## config.mk

```make
export PLATFORM = sky130hd
export DESIGN_NAME = alu_seq_ctrl
export DESIGN_NICKNAME = d
export VERILOG_FILES = /design/src/rtl/alu_seq_ctrl.sv
export SDC_FILE = /design/constraint.sdc
export NUM_CORES = 1
export LEC_CHECK = 0
export ABC_AREA = 1
export CAP_MARGIN = 20
export CORE_MARGIN = 3
export CORE_UTILIZATION = 53
export CTS_CLUSTER_DIAMETER = 200
export DETAILED_ROUTE_END_ITERATION = 8
export PLACE_DENSITY = 0.75
export SLEW_MARGIN = 15
export SYNTH_ARGS = -nofsm -noshare
export SYNTH_HDL_FRONTEND = slang
export SYNTH_SLANG_ARGS = --single-unit
export TNS_END_PERCENT = 30
```

## constraint.sdc

```tcl
create_clock -name clk -period 5 [get_ports clk]
set_input_delay 0.75 -clock clk [delete_from_list [all_inputs] [get_ports clk]]
set_output_delay 0.75 -clock clk [all_outputs]
set_load 0.05 [all_outputs]
```

## src/rtl/alu_seq_ctrl.sv

```systemverilog
// Four-phase sequencer (IDLE/READ/EXEC/WB) driving an external combinational 8-bit ALU.
// Optional conditional execution is enabled with `define COND_EXEC_EN.
module alu_seq_ctrl #(
  parameter int unsigned DW = 8,
  parameter int unsigned AW = 2
) (
  input  logic              clk,
  input  logic              rst,
  input  logic              ins_valid,
  output logic              ins_ready,
  input  logic [3*AW+2:0]   ins_word,
  input  logic              ld_en,
  input  logic [AW-1:0]     ld_addr,
  input  logic [DW-1:0]     ld_data,
  output logic [DW-1:0]     alu_a,
  output logic [DW-1:0]     alu_b,
  output logic [1:0]        alu_sel,
  input  logic [DW-1:0]     alu_out,
  input  logic              alu_co,
  input  logic              alu_z,
  output logic              done,
  output logic [DW-1:0]     result,
  output logic              flag_c,
  output logic              flag_z
);

  localparam int unsigned IW = 3 * AW + 3;
  localparam int unsigned NR = 1 << AW;

  typedef enum logic [1:0] {StIdle, StRead, StExec, StWb} state_e;

  state_e          state_q, state_d;
  logic [IW-1:0]   ins_q;
  logic [DW-1:0]   rf_q [NR];
  logic [DW-1:0]   alu_a_q, alu_b_q;
  logic [1:0]      alu_sel_q;
  logic [DW-1:0]   result_nxt_q;
  logic            c_nxt_q, z_nxt_q;
  logic [DW-1:0]   result_q;
  logic            flag_c_q, flag_z_q;
  logic            wb_en;
  logic            accept;

  logic [1:0]      op;
  logic [AW-1:0]   dst, src_a, src_b;

  assign op    = ins_q[1:0];
  assign dst   = ins_q[2 +: AW];
  assign src_a = ins_q[2 + AW +: AW];
  assign src_b = ins_q[2 + 2 * AW +: AW];

`ifdef COND_EXEC_EN
  // Predicate is resolved against flag_z as it stands during READ.
  logic skip_q;
  assign wb_en = ~skip_q;

  always_ff @(posedge clk or posedge rst) begin
    if (rst) begin
      skip_q <= 1'b0;
    end else if (state_q == StRead) begin
      skip_q <= ins_q[IW-1] & ~flag_z_q;
    end
  end
`else
  logic unused_cond;
  assign unused_cond = ins_q[IW-1];
  assign wb_en       = 1'b1;
`endif

  always_comb begin
    state_d = state_q;
    unique case (state_q)
      StIdle:  if (ins_valid) state_d = StRead;
      StRead:  state_d = StExec;
      StExec:  state_d = StWb;
      StWb:    state_d = StIdle;
      default: state_d = StIdle;
    endcase
  end

  assign accept    = (state_q == StIdle) & ins_valid;
  assign ins_ready = (state_q == StIdle) & ~rst;
  assign done      = (state_q == StWb);

  always_ff @(posedge clk or posedge rst) begin
    if (rst) begin
      state_q      <= StIdle;
      ins_q        <= '0;
      alu_a_q      <= '0;
      alu_b_q      <= '0;
      alu_sel_q    <= '0;
      result_nxt_q <= '0;
      c_nxt_q      <= 1'b0;
      z_nxt_q      <= 1'b0;
      result_q     <= '0;
      flag_c_q     <= 1'b0;
      flag_z_q     <= 1'b0;
      for (int i = 0; i < NR; i++) rf_q[i] <= '0;
    end else begin
      state_q <= state_d;
      if (accept) ins_q <= ins_word;
      // Loads land on the accept edge, so the captured instruction sees them in READ.
      if ((state_q == StIdle) && ld_en) rf_q[ld_addr] <= ld_data;
      if (state_q == StRead) begin
        alu_a_q   <= rf_q[src_a];
        alu_b_q   <= rf_q[src_b];
        alu_sel_q <= op;
      end
      if (state_q == StExec) begin
        result_nxt_q <= alu_out;
        c_nxt_q      <= alu_co;
        z_nxt_q      <= alu_z;
      end
      if ((state_q == StWb) && wb_en) begin
        rf_q[dst] <= result_nxt_q;
        result_q  <= result_nxt_q;
        flag_c_q  <= c_nxt_q;
        flag_z_q  <= z_nxt_q;
      end
    end
  end

  assign alu_a   = alu_a_q;
  assign alu_b   = alu_b_q;
  assign alu_sel = alu_sel_q;
  assign result  = result_q;
  assign flag_c  = flag_c_q;
  assign flag_z  = flag_z_q;

endmodule

```

Word-level counts from Yosys, hierarchy flattened
Cells that the tools add are included.
W data, S select, Z words.

cells by class
  add/subtract/negate cells = 0
  multiply operators = 0
  divide/modulo/power cells = 0
  $lt $le $gt $ge = 6
  eq/ne operators = 4
  shift-type cells = 0
  mux-type cells = 16
  bitwise logic cells = 7
  reduce and logical (&&, ||, !) cells = 4

operators with widths
  kind                  number
  $bwmux W32            2
  $mux W32              2
  $mux W8               6
  $bmux W8 S2           2
  $demux W8 S2          2
  $ge A3 B3 Y1 const B  4
  $not A2 Y3            4
  $pmux W2 S4           1
  $lt A3 B1 Y1 const B  2
  $eq A2 B2 Y1 const B  2
  $logic_and A1 B1 Y1   3
  $and A1 B1 Y1         2
  $eq A2 B1 Y1 const B  1
  $logic_not A2 Y1      1
  $mux W2               1
  $ne A2 B2 Y1 const B  1
  $not A1 Y1            1

word-level totals
  flip-flop bits (word level) = 80
  latch bits = 0
  memory bits (writable) = 0
  bits in read-only memories = 0
  input bits = 33
  output and inout port bits = 30
  word-level logic and storage cells = 52
  memories kept = 0

Longest topological paths before layout
  word-level depth = 9
  mapped depth = 8
  mapped depth without buffers = 8

Least setup slack after synthesis
OpenSTA, ideal clock, no wires.

  kind = input-to-output
  start = input rst
  end = output ins_ready
  data arrival time = 1404 ps
  data required time = 4250 ps
  slack = 2846 ps
  cell stages on the path = 1
  path buffers = 0
  cell sequence = nor2_1

between the ends
  cells in the longest elaborated chain, start to end = 2

ends and longest elaborated chain
  item           line  text
  from (decl)    8     input logic rst,
  $not A1 Y1     82    assign ins_ready = (state_q == StIdle) & ~rst;
  $and A1 B1 Y1  82
  to (decl)      10    output logic ins_ready,

Every way passes these cells.

Worst setup path after layout
Ends and elaborated chain as after synthesis.

==> results.md <==
- Outcome: completed
- Arrival time worst endpoint: 2.10 ns
- Tot GR Track Use: 23.29%
- Hold Crit Class: reg -> reg
- Top cells by area, synth: dfrtp_1 48%, nand2_1 23%, nand3_1 11%
- Fin util: 67.07%
- CP endpoint kind: output pin
- Non-filler cells in the finished layout: 732
- Post CTS Setup Buffer Count: 0
- Remaining antenna violation count after routing: 0
- IO Port Bufs: 61
- Die Y: 94.73 um
- Max Cap Viol: 0
- Post-DR vias/cell: 5.061
- Via count: 3705
- Post_cts resized: 0
- Setup violators final: 0
- Max IR drop VDD: 0.3260 mV
- Grt total ovfl: 0
- Root Driver: clkbuf_8
- Hold path cells: 2
- Fraction of layout cells with a size suffix above 1: between 5 and 6%
- Clock Skews: 0.004336 ns
- Synth cell types: 23
- Cell row count: 31
- WHS Endpoint: alu_sel[1]$_DFFE_PP0N_
- Slew Viols, Final: 0
- Synthesized area: 0.004173 mm^2
- Crit path top cell by count: clkdlybuf4s50_1
- TNS Setup: 0 ns
- Top delay family on crit path: buffers and inverters
- Clk sink count: 80
- Vias in the first global route: between 3000 and 4000
- Wire per inst: 12.98 um
- Initial Util: 56.03%
- Initial antenna violation count: 0
- Largest net degree at the start of global routing: 55
- Ys Warns: 0
- CP max stage delay: about 0.80 ns
- Clock transition at the registers of the reported paths: 0.08 ns
- Most frequent cells in the layout: 261 x nand2_1, 88 x nand3_1, 80 x dfrtp_1
- R2r worst-path depth: 5
- DRC errors left: 0
- Crit path kind: in -> out
- Required @ worst endpoint: 4.25 ns
- CP startpoint: rst
- Slowest CP cell: clkdlybuf4s50_1
- Max Clock Freq: 350.8 MHz
- Skew-Pair Late Insertion Delay: 0.35 ns
- Final setup margin: 2.150 ns
- Crit path launch type: input pin
- Fillers: 663
- R2r endpoint: alu_a[1]$_DFFE_PP0N_
- Worst path cell trace: clkdlybuf4s50_1, nor2_1, clkdlybuf4s50_1
- Syn_nets: 611
- Worst rel slew slack: about two fifths
- Most common cell after layout, fill and taps aside: nand2_1
- Placed Instances: a little over 700
- Mapped Avg Cell Area: 7.270 um^2
- DIE AREA: roughly 0.0090 mm^2
- WP buf/inv: 2
- Die width: 94.73 um
- Total Wirelength: 9503 um
- P_leak: 2.659 nW
- R2R Setup Slk: around 3 ns
- TritonCTS clock tree: built
- # IOs: 63
- Synth area leader: dfrtp_1
- Area of the core: approximately 0.0074 mm^2
- Number of synthesized register bits: 80
- Worst flop-to-flop path startpoint: state_q[1]$_DFFE_PP0P_
- Register area share after synthesis: roughly 48%
- CTS buffer count: 9
- Hold_sp: ins_q[1]$_DFFE_PP0P_
- Final hold viol count: 0
- CTS Buffer Depth: 2
- RSZ-0062 raised after global routing: no
- PD cells: between 600 and 700 mW/mm^2
- Layout area overhead: 19.70%
- CTS Hold Bufs: 0
- DP Wirelength: 7069 um
- GPL Wtd Cong: 0.8539
- Worst Path Max Fanout: 2
- DR pass1 iterations: 6
- DRT iter0 DRCs: 218
- Final #Nets: 665
- Mapped Cells: 574
- Final min period: 2.850 ns
- Synth top area share: between 40% and 50%
- Period utilisation layout: about 57%
- Global-route wire length before repair: 16490 um
- H-tree levels: 3
- Place WS: 2.150 ns
- Tot Pwr: 0.003481 W
- Worst slew pin tran: 0.9062 ns
- ANT cells: 0
per-layer routing:
metal,vias up,GRT usage [%],wire length [um]
li1,1875,-,-
met5,-,0,0
met4,0,8.413,119
met2,141,38.64,4511
met3,9,3.267,599
met1,1680,31.18,4272
state kept, by name (all words and copies together), names as in the netlist:
signal / count
result: 8
flag_c: 1
z_nxt_q: 1
ins_q: 8
result_nxt_q: 8
state_q: 2
alu_b: 8
flag_z: 1
alu_sel: 2
alu_a: 8
c_nxt_q: 1
rf_q: 32
power breakdown:
part / switching (W) / internal [W] / total (W)
Clock: 0.000232 / 0.000228 / 0.000461
Sequential: 0.000216 / 0.000971 / 0.00119
Combinational: 0.00124 / 0.000595 / 0.00183
through the flow:
stage	hold WS [ns]	instance area [um^2]
after global routing	0.5078	4995
after global placement	0.4527	4806
after detailed placement	0.4606	4806
after floorplan	0.4403	4173
final	0.4731	4995
after CTS	0.4790	4994
tightest hold or removal path: cells and delay by family, from the launching register on:
kind | cells | cell delay [ns]
AND/OR/NAND/NOR | 2 | 0.10
flip-flops | 1 | 0.34
cell families (layout without fill, tap and decap cells):
logic type      Yosys count  count (layout)  share of synthesized area (%)
compound gates           29              29                          3.478
fa+ha+maj                 4               4                          1.199
buf+inv                  89             148                          8.965
flops                    80              80                          47.98
mux                       2               2                         0.5397
simple gates            370             370                          37.84
how the worst max path moves through the flow:
| stage | to | slack [ns] | depth (start not counted) |
|---|---|---|---|
| floorplan | alu_a[0]$_DFFE_PP0N_ | 2.20 | 1 |
| global placement | ins_ready | 2.15 | 3 |
| detailed placement | ins_ready | 2.15 | 3 |
| CTS | ins_ready | 2.15 | 3 |
| global route | ins_ready | 2.09 | 3 |
| finish | ins_ready | 2.15 | 3 |
cells in the mapped netlist:
cell type  instances
inv_4              1
mux2_2             2
buf_1              1
nor2_1             7
or2_2              1
nand2_4            3
buf_6              2
nand2_2            2
nand3_1           88
clkbuf_1           4
dfrtp_1           80
ha_1               4
inv_2              2
a21oi_1            6
nor2_2             1
nand3_2            4
buf_2              9
inv_1             64
buf_4              3
nor2_4             3
clkinv_1           3
o21ai_0           23
nand2_1          261
cell type report:
type / instances / area (um^2) / share of cell area, %
flip-flops and latches: 80 / 2002 / 40.08
well taps: 99 / 123.9 / 2.480
repair buffers: 62 / 618.1 / 12.37
clock inverters: 6 / 60.06 / 1.202
clock buffers: 10 / 127.6 / 2.555
multi-input cells: 405 / 1797 / 35.97
inverters: 70 / 266.5 / 5.336
Power figures use the tool's default switching activity.
